**src/rtl/timer_sequencer.sv**
```systemverilog
// Run/pause/stop timer: a divide-by-DIV prescaler gated by a 4-state FSM,
// counting prescaler wraps into elapsed until an optional target is reached.
module timer_sequencer #(
  parameter int DIV      = 50000000,
  parameter int PRE_BITS = 29,
  parameter int T_BITS   = 16
) (
  input  logic              NEclk,
  input  logic              reset,
  input  logic              clear,
  input  logic              load,
  input  logic [T_BITS-1:0] target_in,
  input  logic              start,
  input  logic              pause,
  output logic              tick,
  output logic [T_BITS-1:0] elapsed,
  output logic              done,
  output logic [1:0]        state,
  output logic              busy
);

  typedef enum logic [1:0] {
    S_IDLE   = 2'd0,
    S_RUN    = 2'd1,
    S_PAUSED = 2'd2,
    S_DONE   = 2'd3
  } state_t;

  localparam logic [PRE_BITS-1:0] PRE_LAST = PRE_BITS'(DIV - 1);

  state_t              state_reg, state_next;
  logic [PRE_BITS-1:0] pre_reg, pre_next;
  logic [T_BITS-1:0]   elapsed_reg, elapsed_next;
  logic [T_BITS-1:0]   target_reg, target_next;
  logic                tick_reg, tick_next;
  logic                done_reg, done_next;
  logic [T_BITS-1:0]   elapsed_inc;

  assign elapsed_inc = elapsed_reg + T_BITS'(1);

  always_ff @(negedge NEclk) begin
    if (!reset) begin
      state_reg   <= S_IDLE;
      pre_reg     <= '0;
      elapsed_reg <= '0;
      target_reg  <= '0;
      tick_reg    <= 1'b0;
      done_reg    <= 1'b0;
    end else begin
      state_reg   <= state_next;
      pre_reg     <= pre_next;
      elapsed_reg <= elapsed_next;
      target_reg  <= target_next;
      tick_reg    <= tick_next;
      done_reg    <= done_next;
    end
  end

  always_comb begin
    state_next   = state_reg;
    pre_next     = pre_reg;
    elapsed_next = elapsed_reg;
    target_next  = target_reg;
    tick_next    = 1'b0;
    done_next    = 1'b0;

    if (clear) begin
      state_next   = S_IDLE;
      pre_next     = '0;
      elapsed_next = '0;
    end else if (load && (state_reg == S_IDLE || state_reg == S_DONE)) begin
      target_next = target_in;
    end else begin
      unique case (state_reg)
        S_IDLE: begin
          if (start) state_next = S_RUN;
        end
        S_RUN: begin
          // start outranks pause, and start has no effect while running
          if (pause && !start) begin
            state_next = S_PAUSED;
          end else if (pre_reg == PRE_LAST) begin
            pre_next     = '0;
            tick_next    = 1'b1;
            elapsed_next = elapsed_inc;
            if (target_reg != '0 && elapsed_inc == target_reg) begin
              state_next = S_DONE;
              done_next  = 1'b1;
            end
          end else begin
            pre_next = pre_reg + PRE_BITS'(1);
          end
        end
        S_PAUSED: begin
          if (start) state_next = S_RUN;
        end
        S_DONE: begin
          pre_next = '0;
          if (start) begin
            state_next   = S_RUN;
            elapsed_next = '0;
          end
        end
        default: state_next = S_IDLE;
      endcase
    end
  end

  assign tick    = tick_reg;
  assign done    = done_reg;
  assign elapsed = elapsed_reg;
  assign state   = state_reg;
  assign busy    = (state_reg == S_RUN) || (state_reg == S_PAUSED);

endmodule

```
**config.mk**
```make
export PLATFORM = sky130hd
export DESIGN_NAME = timer_sequencer
export DESIGN_NICKNAME = d
export VERILOG_FILES = /design/src/rtl/timer_sequencer.sv
export SDC_FILE = /design/constraint.sdc
export NUM_CORES = 1
export LEC_CHECK = 0
export BUFFER_PORTS_ARGS = -buffer_cell sky130_fd_sc_hd__buf_2
export CAP_MARGIN = 20
export CORE_ASPECT_RATIO = 1.5
export CORE_MARGIN = 8
export CORE_UTILIZATION = 30
export CTS_CLUSTER_DIAMETER = 80
export DETAILED_ROUTE_END_ITERATION = 8
export GPL_ROUTABILITY_DRIVEN = 0
export PLACE_DENSITY = 0.56
export SLEW_MARGIN = 30
export SYNTH_ARGS = -nofsm -noshare
export SYNTH_HDL_FRONTEND = slang
export SYNTH_SLANG_ARGS = --single-unit
```
**constraint.sdc**
```tcl
create_clock -name NEclk -period 2.51 [get_ports NEclk]
set_input_delay 0.251 -clock NEclk [delete_from_list [all_inputs] [get_ports NEclk]]
set_output_delay 0.251 -clock NEclk [all_outputs]
set_load 0.1 [all_outputs]
```
* Word level (Yosys, flattened, before mapping)
Cells that the tools add are included.
Storage, ports and cells: register bits 65, input port bits 22, output and inout port bits 21, logic and storage cells 55
Cells by class: add/sub/neg operators 2, equality and inequality tests 11, mux-type cells 14, bitwise operators 5, reductions and logical operators 17
Operators by type and width (count):
- 29-bit two-way mux | 2
- 29-bit case mux with 2 select lines | 1
- 16-bit two-way mux | 3
- 16-bit case mux with 2 select lines | 1
- 29-bit by 1-bit adder with 29-bit output (second input constant) | 1
- 29-bit by 26-bit equality test with 1-bit output (second input constant) | 1
- 16-bit by 1-bit adder with 16-bit output (second input constant) | 1
- 16-bit equality test | 1
- 16-bit nonzero test | 1
- 2-bit two-way mux | 4
- 2-bit inequality test (second input constant) | 3
- 3-bit inequality test (second input constant) | 2
- 6-bit OR reduction | 1
- 1-bit inverter | 5
- 5-bit AND reduction | 1
- 5-bit OR reduction | 1
- 2-bit equality test (second input constant) | 2
- 2-bit case mux with 2 select lines | 1
- 4-bit AND reduction | 1
- 1-bit logical AND | 3
- 3-bit AND reduction | 1
- 3-bit OR reduction | 1
- 2-bit by 1-bit equality test with 1-bit output (second input constant) | 1
- 2-bit logical NOT | 1
- 7 further kinds | 9

* Logic depth before layout (Yosys ltp)
Gate-level depths: netlist (run 1).
depth after elaboration 7, depth in mapped cells 10, mapped depth without buffers 8

==> flow_metrics.env, run 1 <==
export IMPL_status="finished, violations left"
export IMPL_failed_checks="negative setup slack"
export IMPL_ys_types=59
export IMPL_clk_latency_ps=400
export IMPL_routed_wl_um=11800
export IMPL_synth_cells=440
export IMPL_dp_hpwl_um=8200
export IMPL_worstSetupEndpointType="primary output"
export IMPL_grt_antenna_before_repair=0
export IMPL_clk_pin_slew_worst_paths_ps=40
export IMPL_io_pins=43
export IMPL_slew_violations=0
export IMPL_power_density_mw_per_mm2=551
export IMPL_critPathLaunchType="flop"
export IMPL_diodes=0
export IMPL_yosysWarnings=0
export IMPL_synth_area_mm2=0.00361
export IMPL_fin_tns_setup_ps=-425
export IMPL_die_w_um=106
export IMPL_layout_common_cells="70 x buf_4, 69 x inv_1, 61 x nand2_1, 47 x dfxtp_1, 39 x nor2_1"
export IMPL_drive_gt1_share_pct=31.6
export IMPL_via_per_inst=5.08
export IMPL_ant_nets=0
export IMPL_grt_pass1_wl_um=18700
export IMPL_htreeDepth=3
export IMPL_layout_commonest_cell="buf_4"
export IMPL_path_class="flop to primary output"
export IMPL_finalSetupViolCount=11
export IMPL_root_buffer="clkbuf_16"
export IMPL_ys_seq_area_share_pct=36.1
export IMPL_largest_reg_flops=29
export IMPL_multi_input_area_mm2=0.00236
export IMPL_fp_dieH_um=150
export IMPL_finalClockSkew_ps=16.9
export IMPL_synthesis_nets=467
export IMPL_grt_ovfl_total=0
export IMPL_crit_required_ps=2260
export IMPL_drt_iter0_drc=172
export IMPL_grt_pass1_vias=4074
export IMPL_numClockSinks=65
export IMPL_cap_violations=0
export IMPL_hold_violations=0
export IMPL_min_path_type="flop to flop"
export IMPL_num_rows=49
export IMPL_avgSynthCellArea_um2=8.20
export IMPL_post_drt_wl_per_cell_um=15.3
export IMPL_ir_drop_uv=261
export IMPL_fin_util_pct=48.5
export IMPL_finalWorstSetupSlack_ps=-299
export IMPL_syn_to_final_growth_pct=59.3
export IMPL_synth_edf_count=0
export IMPL_cts_tree="done"
export IMPL_drcViolationCount=0
export IMPL_portBuffers=42
export IMPL_ys_ff_latch=65
export IMPL_power_leakage_nw=2.44
export IMPL_max_slew_margin_rel_pct=69.8
export IMPL_grtUsageTotal_pct=14.8
export IMPL_die_area_mm2=0.0159
export IMPL_drt_pass1_iterations=4
export IMPL_synth_top_flop_cell="dfxtp_1"
export IMPL_worstPathArrival_ps=2560
export IMPL_regArea_mm2=0.00137
export IMPL_async_flop_share_pct=0
export IMPL_worstPathMaxFanout=2
export IMPL_start_util_pct=30.5
export IMPL_core_area_mm2=0.0118
export IMPL_cts_buffers=9
export IMPL_hold_depth=2
export IMPL_vias=3915
export IMPL_fillers=1090
export IMPL_tightest_slew_ps=449
export IMPL_final_nets=640
export IMPL_r2r_cells=9
export IMPL_rsz0062_at_grt="true"
export IMPL_clockBufferDepth=2
export IMPL_grt_max_degree=29
cell usage after synthesis (all sizes together), types with 2 or more instances:
cell type	instances	area [um2]
nand3b	2	15.0
a2111oi	3	45.1
nor2	41	154
a21boi	16	120
xnor2	19	166
clkbuf	18	67.6
nand4b	2	17.5
nor3	7	35.0
o21ai	12	67.6
nand2	65	244
inv	7	26.3
buf	6	47.5
or3	3	18.8
nor2b	4	25.0
nor4	14	87.6
dfxtp	65	1300
nand4	18	119
xor2	28	245
nand3	23	128
nand2b	6	37.5
a211oi	2	15.0
and3	11	73.8
ha	5	62.6
o211ai	3	22.5
nor4b	3	32.5
and4	2	17.5
or4	3	26.3
a31oi	16	100
xnor3	2	45.0
a21oi	15	75.1
worst max-delay path, cell delays in order (launching register included):
cell and delay, ps:
dfxtp_4 350, inv_4 40, ha_4 270, clkinvlp_4 90, buf_12 170
metrics by stage:
stage | setup WS [ps] | cells | instance area, um2 | hold WS [ps] | total power [W]
2_1_floorplan | -306 | 440 | 3770 | 449 | 0.00135
3_3_place_gp | -399 | 658 | 4710 | 485 | 0.00143
3_5_place_dp | -455 | 658 | 4710 | 488 | 0.00143
4_1_cts | -316 | 752 | 5470 | 492 | 0.00322
5_1_grt | -365 | 771 | 5740 | 517 | 0.00339
6_report | -299 | 771 | 5740 | 487 | 0.00317
routing by layer:
layer | GRT usage [%] | share of wire [%]
met5 | 0 | 0
met4 | 13.4 | 5.7
met3 | 5.31 | 4.7
met2 | 27.1 | 56
met1 | 12.1 | 34
timing repair:
item / 4_1_cts / 5_1_grt
cloned: 0 / 2
resized for setup: 17 / 29
setup buffers: 15 / 20
hold buffers: 0 / 0
endpoints found under the setup margin: 34 / 44
pin swaps: 8 / 22
power breakdown:
part | total [W] | leakage, nW | internal, W | switching, W
Sequential | 0.00106 | 0.540 | 0.00104 | 0.0000189
Combinational | 0.000212 | 1.39 | 0.0000987 | 0.000113
Clock | 0.00190 | 0.517 | 0.00112 | 0.000779
final timing paths:
| path | from | end | slack, ps |
|---|---|---|---|
| setup / recovery | state[1] | busy | -300 |
| hold / removal | target_reg[1] | target_reg[1] | 490 |
| setup reg to reg | pre_reg[0] | elapsed[2] | 20 |
| hold reg to reg | target_reg[1] | target_reg[1] | 490 |
area by class of cell:
type | count | area share, %
inverter | 6 | 0.501
clock buffer | 9 | 3.92
timing repair buffer | 122 | 21.0
multi-input combinational | 344 | 41.0
tap | 153 | 3.33
clock inverter | 72 | 6.43
sequential | 65 | 23.8
kinds of logic after synthesis:
family                   after synthesis  share of synthesized area, %
AO/OA/AOI/OAI                         78                          15.1
XOR/XNOR                              49                          12.7
adder cells (fa/ha/maj)                5                          1.73
buffers and inverters                 31                          3.92
flip-flops                            65                          36.1
multiplexers                           2                         0.590
AND/OR/NAND/NOR                      210                          29.9
Note: power is estimated with default switching activity, not from simulation.
==> run 2, diff against run 1 <==
--- a/config.mk
+++ b/config.mk
@@ -7,14 +7,14 @@
 export LEC_CHECK = 0
 export BUFFER_PORTS_ARGS = -buffer_cell sky130_fd_sc_hd__buf_2
 export CAP_MARGIN = 20
-export CORE_ASPECT_RATIO = 1.5
+export CORE_ASPECT_RATIO = 0.7
 export CORE_MARGIN = 8
 export CORE_UTILIZATION = 30
 export CTS_CLUSTER_DIAMETER = 80
 export DETAILED_ROUTE_END_ITERATION = 8
 export GPL_ROUTABILITY_DRIVEN = 0
 export PLACE_DENSITY = 0.56
-export SLEW_MARGIN = 30
+export SLEW_MARGIN = 5
 export SYNTH_ARGS = -nofsm -noshare
 export SYNTH_HDL_FRONTEND = slang
 export SYNTH_SLANG_ARGS = --single-unit
==> run 2 against run 1 <==
  * The run still ends with negative setup slack left
  * Design area increased by 0.72%
  * Global-route usage shrank 0.43 points
  * Register-to-register slack got worse by 60 ps
  * Critical path type unchanged
==> flow_metrics.env, run 2 (synthesis gave the netlist of run 1 again) <==
export IMPL_ir_drop_uv=291
export IMPL_io_pins=43
export IMPL_syn_to_final_growth_pct=60.4
export IMPL_fillers=1122
export IMPL_place_ws_ps=-468
export IMPL_tightest_slew_ps=475
export IMPL_worstPathCellList="inv_4 -> ha_4 -> clkinvlp_4 -> buf_12"
export IMPL_path_buf_inv=3
export IMPL_grt_antenna_before_repair=0
export IMPL_power_leakage_nw=2.45
export IMPL_clk_pin_slew_worst_paths_ps=30
export IMPL_cp_slowest_stage_delay_ps=350
export IMPL_cap_violations=0
export IMPL_drt_pass1_iterations=5
export IMPL_vias=3972
export IMPL_core_area_mm2=0.0117
export IMPL_grt_pass1_vias=3828
export IMPL_worstPathMaxFanout=2
export IMPL_clk_latency_ps=400
export IMPL_diodes=0
export IMPL_final_nets=643
export IMPL_drive_gt1_share_pct=32.9
export IMPL_grtUsageTotal_pct=14.3
export IMPL_power_density_mw_per_mm2=529
export IMPL_use_met3_pct=6.13
export IMPL_worstPathArrival_ps=2560
export IMPL_grt_pass1_wl_um=18300
export IMPL_grt_use_met2_pct=19.0
export IMPL_largest_reg_flops=29
export IMPL_critPathLaunchType="flop"
export IMPL_holdBufCountCts=0
export IMPL_die_w_um=147
export IMPL_post_place_cells=667
export IMPL_multi_input_area_mm2=0.00239
export IMPL_dp_hpwl_um=8050
export IMPL_cts_tree="done"
export IMPL_rsz0062_at_grt="true"
export IMPL_numClockSinks=65
export IMPL_clockBufferDepth=2
export IMPL_via_per_inst=5.11
export IMPL_layout_common_cells="69 x inv_1, 69 x buf_4, 61 x nand2_1, 47 x dfxtp_1, 39 x nor2_1"
export IMPL_crit_required_ps=2260
export IMPL_num_rows=33
export IMPL_finalWorstSetupSlack_ps=-301
export IMPL_ant_nets=0
export IMPL_status="finished, violations left"
export IMPL_grt_ovfl_total=0
export IMPL_grt_max_degree=17
export IMPL_cp_top_family="flip-flops"
export IMPL_hold_violations=0
export IMPL_worstSetupEndpointType="primary output"
export IMPL_placed_area_mm2=0.00474
export IMPL_rrSetupSlack_ps=-40
export IMPL_min_path_type="flop to flop"
export IMPL_root_buffer="clkbuf_16"
export IMPL_fin_area_mm2=0.00578
export IMPL_cts_buffers=9
export IMPL_drcViolationCount=0
export IMPL_met1_usage_pct=19.0
export IMPL_fp_dieH_um=108
export IMPL_path_class="flop to primary output"
export IMPL_max_slew_margin_rel_pct=68.1
export IMPL_start_util_pct=30.8
export IMPL_drt_iter0_drc=310
export IMPL_htreeDepth=3
export IMPL_finalSetupViolCount=9
export IMPL_slowest_stage="dfxtp_4"
export IMPL_post_drt_wl_per_cell_um=15.1
export IMPL_failed_checks="negative setup slack"
export IMPL_whs_ps=478
export IMPL_slew_violations=0
export IMPL_layout_cells_non_filler=778
export IMPL_grt_busiest_layer="met1"
export IMPL_regArea_mm2=0.00137
export IMPL_routed_wl_um=11700
export IMPL_finalClockSkew_ps=18.1
export IMPL_die_area_mm2=0.0158
export IMPL_portBuffers=42
==> run 2: layout make-up <==
| class | instances | area share [%] |
|---|---|---|
| clock buffer | 9 | 3.89 |
| timing repair buffer | 125 | 21.3 |
| sequential | 65 | 23.6 |
| clock inverter | 72 | 5.97 |
| tap | 157 | 3.40 |
| inverter | 6 | 0.498 |
| multi-input combinational | 344 | 41.3 |
==> run 2: where the power goes <==
part           switching [W]  internal [W]
Clock               0.000772       0.00102
Combinational       0.000110     0.0000976
Sequential         0.0000223       0.00104
Total               0.000904       0.00215
==> run 2: path summary, 6_finish.rpt <==
check	depth (start not counted)	endpoint	start
max	4	busy	state[1]
min	1	elapsed[11]	elapsed[11]
max reg2reg	10	elapsed[5]	pre_reg[1]
min reg2reg	1	elapsed[11]	elapsed[11]
==> run 2: repair_timing <==
item                       4_1_cts  5_1_grt
pin swaps                        4       23
resized for setup               14       46
cloned                           0        1
buffers inserted                17       16
setup endpoints to repair       21       44
==> run 2: per-stage QoR <==
step | setup TNS [ps] | power, W | util, %
detailed placement | -15410 | 0.00143 | 40.5
floorplan | -9550 | 0.00135 | -
global route | -2320 | 0.00327 | 49.3
global placement | -14420 | 0.00142 | 40.5
CTS | -583 | 0.00312 | 46.8
finish | -875 | 0.00306 | 49.3
==> run 2: layer usage <==
metal / wire (um) / share of wire (%)
met5: 0 / 0
met4: 160 / 1.4
met3: 827 / 7.1
met2: 4990 / 43
met1: 5740 / 49
==> run 3, diff against run 2 <==
--- a/config.mk
+++ b/config.mk
@@ -9,11 +9,11 @@
 export CAP_MARGIN = 20
 export CORE_ASPECT_RATIO = 0.7
 export CORE_MARGIN = 8
-export CORE_UTILIZATION = 30
-export CTS_CLUSTER_DIAMETER = 80
+export CORE_UTILIZATION = 53
+export CTS_CLUSTER_DIAMETER = 30
 export DETAILED_ROUTE_END_ITERATION = 8
 export GPL_ROUTABILITY_DRIVEN = 0
-export PLACE_DENSITY = 0.56
+export PLACE_DENSITY = 0.85
 export SLEW_MARGIN = 5
 export SYNTH_ARGS = -nofsm -noshare
 export SYNTH_HDL_FRONTEND = slang
==> run 3 against run 2 <==
  * The flow still finishes with violations (negative setup slack)
  * Global-route usage grew 13 points
  * Clock power shrank 13%
  * Critical path depth unchanged
  * Combinational power up 17%
  * Non-clock buffer count is the same
  * Sequential power is essentially flat
  * Register-to-register slack worse by 230 ps
  * Largest cell class unchanged
  * Largest power group unchanged
  * Highest routed layer unchanged
==> flow_metrics.env, run 3 (synthesis gave the netlist of run 1 again) <==
export IMPL_status="finished, violations left"
export IMPL_failed_checks="negative setup slack"
export IMPL_routed_wl_um=17400
export IMPL_num_rows=25
export IMPL_numClockSinks=65
export IMPL_ir_drop_uv=376
export IMPL_met1_usage_pct=29.7
export IMPL_grt_max_degree=18
export IMPL_tightest_slew_ps=761
export IMPL_ant_nets=0
export IMPL_drive_gt1_share_pct=36.5
export IMPL_diodes=0
export IMPL_post_drt_wl_per_cell_um=24.3
export IMPL_finalSetupViolCount=49
export IMPL_clk_pin_slew_worst_paths_ps=80
export IMPL_drt_iter0_drc=830
export IMPL_cap_violations=0
export IMPL_power_density_mw_per_mm2=494
export IMPL_slew_violations=0
export IMPL_hold_depth=1
export IMPL_io_pins=43
export IMPL_final_nets=644
export IMPL_worstSetupEndpointType="primary output"
export IMPL_root_buffer="clkbuf_8"
export IMPL_drt_pass1_iterations=9
export IMPL_hold_violations=0
export IMPL_clockBufferDepth=2
export IMPL_hp_start="elapsed[15]"
export IMPL_start_util_pct=54.1
export IMPL_use_met3_pct=10.3
export IMPL_total_power_w=0.00286
export IMPL_max_slew_margin_rel_pct=48.8
export IMPL_rrSetupSlack_ps=-270
export IMPL_core_area_mm2=0.00666
export IMPL_grt_pass1_wl_um=21100
export IMPL_holdBufCountCts=0
export IMPL_htreeDepth=3
export IMPL_cp_startpoint="state[1]"
export IMPL_finalWorstSetupSlack_ps=-392
export IMPL_regToRegEndpoint="state[1]"
export IMPL_min_path_type="flop to flop"
export IMPL_hold_end="elapsed[15]"
export IMPL_grt_pass1_vias=4474
export IMPL_grt_use_met2_pct=42.3
export IMPL_vias=4938
export IMPL_clk_latency_ps=460
export IMPL_critPathLaunchType="flop"
export IMPL_die_w_um=115
export IMPL_portBuffers=42
export IMPL_dp_hpwl_um=7490
export IMPL_crit_required_ps=2260
export IMPL_die_area_mm2=0.00974
export IMPL_cts_buffers=9
export IMPL_largest_reg_flops=29
export IMPL_grtUsageTotal_pct=26.9
export IMPL_grt_busiest_layer="met2"
export IMPL_grt_ovfl_total=0
export IMPL_power_leakage_nw=2.45
export IMPL_fp_dieH_um=85.0
export IMPL_rsz0062_at_grt="true"
export IMPL_via_per_inst=6.90
export IMPL_syn_to_final_growth_pct=60.5
export IMPL_place_ws_ps=-460
export IMPL_finalClockSkew_ps=66.6
export IMPL_reg2reg_from="elapsed[0]"
export IMPL_worstPathArrival_ps=2650
export IMPL_fin_tns_setup_ps=-4510
export IMPL_path_class="flop to primary output"
export IMPL_drcViolationCount=0
export IMPL_post_place_cells=595
export IMPL_cts_tree="done"
export IMPL_worstPathMaxFanout=2
export IMPL_layout_common_cells="69 x inv_1, 63 x buf_4, 57 x nand2_1, 44 x dfxtp_1, 40 x nor2_1"
export IMPL_layout_commonest_cell="inv_1"
export IMPL_grt_antenna_before_repair=0
export IMPL_layout_cells_non_filler=716
export IMPL_whs_ps=517
export IMPL_r2r_cells=9
## run 3: changes by cell type in the layout (fill, tap and decap cells not counted), moves of 4 or more
cell	change
buf_4	-6
a21oi_2	-5
buf_6	+5
a21oi_1	+5
clkbuf_16	-9
nand2_1	-4
nand3_1	-5
clkbuf_8	+9
## run 3: final cells by class
type,instances,area (um2)
Clock buffer,9,124
Tap cell,94,118
Multi-Input combinational cell,345,2550
Fill cell,292,875
Timing Repair Buffer,125,1250
Sequential cell,65,1370
Inverter,6,28.8
Clock inverter,72,343
## run 3: per-layer routing
layer / part of all wire (%) / vias up / wire length (um)
met3: 14 / 228 / 2430
met2: 43 / 601 / 7510
met1: 34 / 2185 / 5850
li1: - / 1924 / -
met5: 0 / - / 0
met4: 9.3 / 0 / 1630
## run 3: how the worst max path moves through the flow
stage                              to  slack [ps]  cells after the start
after floorplan                  busy        -310                      3
after global placement    elapsed[13]        -370                      8
after detailed placement  pre_reg[28]        -460                      8
after CTS                        busy        -320                      4
after global routing             busy        -400                      4
final                            busy        -390                      4
## run 3: report_power, final
part	switching, W	internal, W
clock	0.000855	0.000707
combinational	0.000138	0.000105
sequential	0.0000236	0.00103
## run 3: timing repair
action                                  4_1_cts  5_1_grt
endpoints found under the setup margin       31       63
setup buffers                                18       24
gates resized for setup                      33       65
pin swaps                                    14       41
cloned                                        2        1
## run 3: worst max-delay path: stages (launching register included)
cell        delay, ps
dfxtp_4           370
inv_4              50
ha_4              280
clkinvlp_4         90
buf_12            170
## run 3: per-stage QoR
stage / cell area, um2 / util [%]
floorplan: 3770 / -
global placement: 4600 / 69.0
detailed placement: 4600 / 69.0
CTS: 5330 / 80.1
global route: 5790 / 86.9
finish: 5790 / 86.9
